<file path="src/rtl/mips_pkg.sv">
// Shared MIPS front-end definitions: opcode constants, fetch FSM states and the default reset PC.
package mips_pkg;

  localparam logic [5:0] OP_RTYPE = 6'h00;
  localparam logic [5:0] OP_LW    = 6'h23;
  localparam logic [5:0] OP_SW    = 6'h2B;
  localparam logic [5:0] OP_BEQ   = 6'h04;
  localparam logic [5:0] OP_J     = 6'h02;

  localparam logic [31:0] RESET_PC_DEFAULT = 32'h0000_0000;

  typedef enum logic {
    ST_FETCH = 1'b0,
    ST_EXEC  = 1'b1
  } fetch_state_e;

endpackage

</file>
<file path="src/rtl/fetch_unit_pc_next.sv">
// Next-PC selection for the fetch unit: jump over taken branch over sequential.
module pc_next
  import mips_pkg::*;
(
  input  logic [31:0] pc_plus4,
  input  logic [31:0] instr,
  input  logic        branch,
  input  logic        jump,
  input  logic        zero,
  output logic [31:0] next_pc
);

  logic [31:0] w_jump_target;
  logic [31:0] w_branch_target;
  logic [5:0]  w_unused_opcode;

  // The opcode field plays no part in target arithmetic; the decoder already resolved it.
  assign w_unused_opcode = instr[31:26];

  assign w_jump_target   = {pc_plus4[31:28], instr[25:0], 2'b00};
  assign w_branch_target = pc_plus4 + {{14{instr[15]}}, instr[15:0], 2'b00};

  always_comb begin
    if (jump)
      next_pc = w_jump_target;
    else if (branch && zero)
      next_pc = w_branch_target;
    else
      next_pc = pc_plus4;
  end

endmodule

</file>
<file path="src/rtl/fetch_unit.sv">
// Two-state instruction fetch unit: requests a word at pc, holds it for execute,
// and steps pc when the datapath signals completion.
module fetch_unit
  import mips_pkg::*;
#(
  parameter logic [31:0] RESET_PC = RESET_PC_DEFAULT,
  parameter int          CNT_W    = 32
) (
  input  logic             clk,
  input  logic             reset,
  output logic             imem_req,
  output logic [31:0]      imem_addr,
  input  logic             imem_ack,
  input  logic [31:0]      imem_rdata,
  output logic [31:0]      instr,
  output logic [5:0]       opcode,
  output logic             instr_valid,
  output logic [31:0]      pc,
  output logic [31:0]      pc_plus4,
  input  logic             branch,
  input  logic             jump,
  input  logic             zero,
  input  logic             advance,
  output logic [CNT_W-1:0] retired_cnt
);

  fetch_state_e     r_state;
  fetch_state_e     w_state_next;
  logic [31:0]      r_pc;
  logic [31:0]      r_instr;
  logic [CNT_W-1:0] r_retired_cnt;
  logic [31:0]      w_pc_plus4;
  logic [31:0]      w_next_pc;
  logic             w_capture;
  logic             w_retire;

  assign w_pc_plus4 = r_pc + 32'd4;
  assign w_capture  = (r_state == ST_FETCH) && imem_ack;
  assign w_retire   = (r_state == ST_EXEC) && advance;

  pc_next u_pc_next (
    .pc_plus4 (w_pc_plus4),
    .instr    (r_instr),
    .branch   (branch),
    .jump     (jump),
    .zero     (zero),
    .next_pc  (w_next_pc)
  );

  // NOTE: clocked state uses non-blocking assignments so every register samples pre-edge values.
  always_ff @(posedge clk or posedge reset) begin
    if (reset)
      r_state <= ST_FETCH;
    else
      r_state <= w_state_next;
  end

  // NOTE: default assignment first so no path leaves w_state_next unassigned (no latch).
  always_comb begin
    w_state_next = r_state;
    unique case (r_state)
      ST_FETCH: if (imem_ack) w_state_next = ST_EXEC;
      ST_EXEC:  if (advance)  w_state_next = ST_FETCH;
      default:  w_state_next = ST_FETCH;
    endcase
  end

  // Reset gates the request combinationally so a pending fetch drops in the same cycle.
  always_comb begin
    imem_req    = (r_state == ST_FETCH) && !reset;
    instr_valid = (r_state == ST_EXEC) && !reset;
  end

  always_ff @(posedge clk or posedge reset) begin
    if (reset) begin
      r_pc          <= RESET_PC;
      r_instr       <= 32'h0;
      r_retired_cnt <= '0;
    end else begin
      if (w_capture)
        r_instr <= imem_rdata;
      if (w_retire) begin
        r_pc          <= w_next_pc;
        r_retired_cnt <= r_retired_cnt + CNT_W'(1);
      end
    end
  end

  assign imem_addr   = r_pc;
  assign pc          = r_pc;
  assign pc_plus4    = w_pc_plus4;
  assign instr       = r_instr;
  assign opcode      = r_instr[31:26];
  assign retired_cnt = r_retired_cnt;

endmodule

</file>
<file path="config.mk">
export PLATFORM = sky130hd
export DESIGN_NAME = fetch_unit
export DESIGN_NICKNAME = d
export VERILOG_FILES = /design/src/rtl/mips_pkg.sv /design/src/rtl/fetch_unit_pc_next.sv /design/src/rtl/fetch_unit.sv
export SDC_FILE = /design/constraint.sdc
export NUM_CORES = 1
export LEC_CHECK = 0
export ABC_AREA = 1
export CAP_MARGIN = 40
export CORE_AREA = 8 8 122 152
export CTS_BUF_LIST = sky130_fd_sc_hd__clkbuf_16
export DETAILED_ROUTE_END_ITERATION = 10
export DIE_AREA = 0 0 130 160
export PLACE_DENSITY = 0.79
export SLEW_MARGIN = 10
export SYNTH_ARGS = -nofsm -noshare
export SYNTH_HDL_FRONTEND = slang
export SYNTH_SLANG_ARGS = --single-unit
</file>
<file path="constraint.sdc">
create_clock -name clk -period 4.2 [get_ports clk]
set_clock_uncertainty 0.1 [all_clocks]
set_input_delay 1.26 -clock clk [delete_from_list [all_inputs] [get_ports clk]]
set_output_delay 1.26 -clock clk [all_outputs]
set_load 0.05 [all_outputs]
</file>
==> impl_results.md <==
* Post-route minimum period at slightly above 4 ns
* Final WL at around 28 mm
* Tot Pwr at roughly 7.6 mW
* CTS Hold Buffers Added at 0
* Htree depth at 3
* Mux cell area share after synthesis at under 10%
* Initial Utilization at between 40% and 50%
* Setup Fix Bufs, Post-CTS at 0
* Clk_lat worst skew at about 0.35 ns
* Worst slew pin tran at a little under 0.7 ns
* Sink Count at 95
* Top Ports at roughly 210
* FF-to-FF End: imem_addr[30]$_DFFE_PP0P_
* DR iter-0 viols at 474
* Area Overhead vs Synth at 29.2%
* Kind of critical path: reg -> out
* Core Region at between 0.015 and 0.02 mm²
* Crit path capture: pc_plus4[17]
* Flops & latches, synth at between 90 and 100
* Initial antenna violation count at 0
* Synth top area cells: dfrtp_1 (30%), nand2_1 (20%), inv_1 (9.5%)
* R2r startpoint: imem_addr[3]$_DFFE_PP0P_
* DR pass1 iterations at 5
* Synth Area in Adders at under 10%
* Post-synth EDFFs at 0
* Final setup fails at 0
* Root Driver: clkbuf_16
* Critical Path Source: imem_addr[4]$_DFFE_PP0P_
* Final setup margin at around 0.12 ns
* Synth top area share at 29.6%
* # DRC at 0
* Main synth FF type: dfrtp_1
* IR drop worst, VDD at 0.342 mV
* Tcrit/Tclk final at between 90% and 100%
* Final core occ at between 60% and 70%
* Fmax achieved at around 0.24 GHz
* Netlist cell types at 41
* WHS at 0.384 ns
* Setup TNS at 0 ns
* CTS resizes at 0
* Post-place setup slack at around 0.44 ns
* Die area at between 0.02 and 0.025 mm²
* WL/cell at roughly 17 µm
* CTS Buf Count at 9
* Post-DP HPWL at roughly 23 mm
* WP data arrival at 2.72 ns
* N_diodes at 0
* Reg2reg path depth at 20
* Post-synth top area cell: dfrtp_1
* PwrDens at ~730 mW/mm²
* Layout Cells excl Fill at around 1600
* Hold Crit Class: reg -> reg
* Hold Path Cell Cnt at 1
* Via/cell ratio at approximately 5
* Grt ovf at 0
* Fin. max-slew vios at 0
* P_leak at approximately 5.5 nW
* GPL Wtd Cong at 0.953
* Mean area per synthesized cell at 6.40 µm²
* Critical Path Source Type: register
* Vias at around 8300
* First-pass GRT wire length at 43.7 mm
* Vias in the first global route at 8145
* Max_cap viols at 0
* CP Capture Type: primary output
* Synth Cell Area at around 0.008 mm²
* Port Buffers at 200
* Seq/Total Area, Yosys at 29.6%
* CTS tree: done
* Relative slew margins at 53.8%
* Hold Vio Cnt, Final at 0
* Most frequent cell after synthesis: nand2_1
* Post-route ant nets at 0
* Site Rows at 52
* Synth warn at 0
* Post-synthesis simple-gate area fraction at 35.6%
* RSZ-0062 raised after global routing: false
* Largest family of logic cells by synthesized area: simple AND/OR/NAND/NOR gates
* Total track usage at between 20% and 30%
* Gate Count Post-Synth at approximately 1300
* Flop-to-flop setup slack at 0.63 ns
* CP Max Fanout at 7
* Fin nets at 1498
* Die W at about 130 µm
* Design Area, Final at ~0.010 mm²
* Ys async rst share at 100%
* Largest net degree at the start of global routing at 52
* Fillcell total at 1500
* Share of cells above drive strength 1 at 6.10%
* Status: completed
* Post-synth top cells: nand2_1 (426), inv_1 (203), nor2_1 (109)
* Dpl cell area at approximately 0.01 mm²
* Worst-path clk slew at 0.07 ns
* Synth Area in Compound Gates at ~7.4%
* Die Ht at between 150 and 200 µm
* Post-Synth XOR/XNOR Area at under 10%
* Req. time, crit path at 2.84 ns
* CTS Buffer Depth at 2
* Placed cell count at about 1600
## state kept, by name (all words and copies together) (netlist names)
register     count
instr           32
r_state          1
retired_cnt     32
imem_addr       30
## cells in the final DEF (no fill, tap or decap), types with 3 or more instances in the layout
cell / Yosys / routed
mux2_2: 14 / 14
nand2_2: 8 / 9
xor2_1: 32 / 32
nand3_1: 74 / 74
nand2_1: 426 / 425
buf_4: 42 / 21
o21ai_0: 25 / 25
nor3_1: 16 / 16
nor2_2: 10 / 10
a21o_1: 3 / 3
ha_1: 37 / 37
o21ai_1: 5 / 5
dfrtp_1: 95 / 95
o211ai_1: 4 / 4
clkdlybuf4s50_1: 0 / 184
nand4_1: 15 / 15
or2_2: 7 / 7
nor2_1: 109 / 109
inv_1: 203 / 203
clkbuf_16: 0 / 9
xnor2_1: 11 / 11
nand3b_1: 8 / 8
dlymetal6s2s_1: 0 / 7
conb_1: 1 / 6
a21oi_1: 66 / 66
nor2_4: 4 / 4
## kinds of logic (layout without fill, tap and decap cells)
logic type / after synthesis / after routing
multiplexers: 14 / 14
XOR/XNOR: 43 / 43
buffers and inverters: 271 / 436
AND/OR/NAND/NOR: 683 / 683
AO/OA/AOI/OAI: 111 / 111
other: 1 / 6
flip-flops: 95 / 95
adder cells (fa/ha/maj): 38 / 38
## how the worst min path moves through the flow
stage                           startpoint                           to  slack, ns
5_1_grt        retired_cnt[31]$_DFFE_PP0P_  retired_cnt[31]$_DFFE_PP0P_       0.40
4_1_cts        retired_cnt[31]$_DFFE_PP0P_  retired_cnt[31]$_DFFE_PP0P_       0.39
3_3_place_gp   retired_cnt[31]$_DFFE_PP0P_  retired_cnt[31]$_DFFE_PP0P_       0.37
2_1_floorplan            r_state$_DFF_PP0_            r_state$_DFF_PP0_       0.47
3_5_place_dp   retired_cnt[31]$_DFFE_PP0P_  retired_cnt[31]$_DFFE_PP0P_       0.37
6_report       retired_cnt[31]$_DFFE_PP0P_  retired_cnt[31]$_DFFE_PP0P_       0.38
## metal layers
metal	up-vias	routed length (µm)	track usage (%)
met5	-	0	0
met4	0	1210	13.1
met3	66	1580	4.87
met2	267	14200	47.7
met1	3834	11400	30.7
li1	4166	-	-
## report_power, final
part	switching (mW)	internal, mW
Combinational	3.66	1.62
Sequential	0.309	1.11
Clock	0.378	0.524
## worst max-delay path: stages (launching register included)
cell and delay (ns):
dfrtp_1 0.48, nand2_1 0.10, nor2_2 0.26, nand2_2 0.16, nor2_1 0.15, xor2_1 0.33, clkdlybuf4s50_1 0.88
## area by class of cell
type	count	area, µm²	area share, %
Clock inverter	7	93.8	0.904
Timing Repair Buffer	214	2130	20.6
Clock buffer	9	225	2.17
Sequential cell	95	2380	22.9
Tap cell	216	270	2.60
Multi-Input combinational cell	895	4500	43.4
Inverter	206	776	7.48
(Power assumes the default switching activity.)
==> RTL edit: new RTL, config.mk and constraints unchanged <==
Change the parameter `CNT_W` from 32 to 64.
--- a/src/rtl/fetch_unit.sv
+++ b/src/rtl/fetch_unit.sv
@@ -6,3 +6,3 @@
   parameter logic [31:0] RESET_PC = RESET_PC_DEFAULT,
-  parameter int          CNT_W    = 32
+  parameter int          CNT_W    = 64
 ) (
Ports: changed (resized retired_cnt); port bits go from 207 to 239. No check against the original RTL was run, so the function may have changed too.
==> RTL edit against the original RTL <==
Routed wire length is 25% higher; sequential cell count is 32 higher; final cell count is 15% higher; design area grew 23%; area after synthesis grew 22%; global-route usage rose by 7.1 points; total power grew 16%; worst setup slack got worse by 0.015 ns; maximum frequency is 0.37% lower; critical endpoint unchanged.
==> RTL edit: results (changes against the original RTL) <==
| Metric | Value |
|---|---|
| Status | complete, no violations |
| Reg2Reg Setup Slack | 0.54 ns (-0.09 ns) |
| Reg2reg start | imem_addr[2] |
| Wire per inst | 18.7 µm (+8.3%) |
| Worst R2R End | imem_addr[26] |
| Fill count | 1173 (-22%) |
| Final WL | 35300 µm (+25%) |
| CTS H-Tree Depth | 4 (+1) |
| Placed cell count | 1860 (+14%) |
| Post-DP HPWL | 27600 µm (+18%) |
| Vias/cell | 5.55 (+9.3%) |
| Share of cells above drive strength 1 | 6.45% (+0.35 points) |
| LEAKAGE | 0.00654 µW (+18%) |
| Critical path origin | imem_addr[2] |
| First-pass GRT wire length | 54900 µm (+26%) |
| Pin count of the biggest net entering global routing | 47 (-9.6%) |
| Slew HR | 40.8% (-13 points) |
| Setup Slack @ Placement | 0.457 ns (+0.0187 ns) |
| Final #Nets | 1740 (+16%) |
| Top post-synthesis cells by count | nand2_1 (479), inv_1 (214), nor2_1 (161) |
| Final worst slack | 0.102 ns (-0.0152 ns) |
| CP arrival | 2.74 ns (+0.02 ns) |
| DRT Pass-1 Iters | 8 (+3) |
| Avg Cell Area, Syn | 6.74 µm² (+5.4%) |
| Tot GR Track Use | 34.2% (+7.1 points) |
| VDD IR-drop max | 0.322 mV (-5.8%) |
| PortBufs | 232 (+16%) |
| Worst skew pair latency | 0.42 ns (+0.07 ns) |
| Yosys cell types | 46 (+12%) |
| Synth area leaders | dfrtp_1 (32%), nand2_1 (18%), inv_1 (8.2%), nor2_1 (6.2%), ha_1 (4.7%) |
| Vias in the first global route | 10500 (+29%) |
| 1st-iter DRT viols | 938 (+98%) |
| R2R depth | 19 (-5.0%) |
-- RTL edit: changes by cell type in the layout (fill, tap and decap cells not counted), moves of 17 or more --
cell / change
nand2_1: +52
clkdlybuf4s50_1: +27
a21oi_1: -18
xnor2_1: +17
nor2_1: +52
dfrtp_1: +32
-- RTL edit: layout make-up --
class / count / area share [%]
Inverter: 216 / 6.37
Sequential cell: 127 / 24.8
Tap cell: 216 / 2.11
Timing Repair Buffer: 245 / 19.2
Clock buffer: 17 / 3.33
Clock inverter: 14 / 1.49
Multi-Input combinational cell: 1056 / 42.7
-- RTL edit: layer usage --
| layer | up-vias | part of all wire [%] | wire length, µm | GRT usage (%) |
|---|---|---|---|---|
| met5 | - | 0 | 0 | 0 |
| met4 | 0 | 5.9 | 2070 | 19.5 |
| met3 | 137 | 8.5 | 3010 | 8.40 |
| met2 | 556 | 50 | 17600 | 59.6 |
| met1 | 4875 | 36 | 12700 | 36.5 |
| li1 | 4922 | - | - | - |
-- RTL edit: cell families (layout without fill, tap and decap cells) --
group / count (synthesis) / after routing / synth area share [%]
compound gates: 101 / 101 / 5.53
xor+xnor: 76 / 76 / 6.78
fa+ha+maj: 38 / 38 / 4.92
buf+inv: 278 / 492 / 12.2
flops: 127 / 127 / 32.4
mux: 26 / 26 / 2.98
other cells: 1 / 6 / 0.0382
simple gates: 809 / 809 / 35.2
-- RTL edit: power groups by stage --
stage	clock, µW	combinational, µW	sequential [µW]
finish	1570	5430	1790
global route	1620	5820	1810
CTS	1570	5400	1770
detailed placement	0	5370	1790
global placement	0	5310	1770
floorplan	0	3120	2440
-- RTL edit: repair_timing --
action / 4_1_cts / 5_1_grt
resized for setup: 2 / 11
gates cloned: 0 / 0
setup buffers: 0 / 0
setup endpoints to repair: 2 / 11
-- RTL edit: worst min path at each step --
stage	slack, ns	cells after the start	end
4_1_cts	0.38	1	retired_cnt[63]
6_report	0.39	1	retired_cnt[63]
3_3_place_gp	0.36	1	retired_cnt[63]
2_1_floorplan	0.45	2	r_state
3_5_place_dp	0.37	1	retired_cnt[63]
5_1_grt	0.41	1	retired_cnt[63]
-- RTL edit: metrics by stage --
step	hold slack (ns)	cell area [µm²]
2_1_floorplan	0.454	9840
5_1_grt	0.410	12800
3_3_place_gp	0.363	12200
6_report	0.385	12800
3_5_place_dp	0.369	12200
4_1_cts	0.382	12800
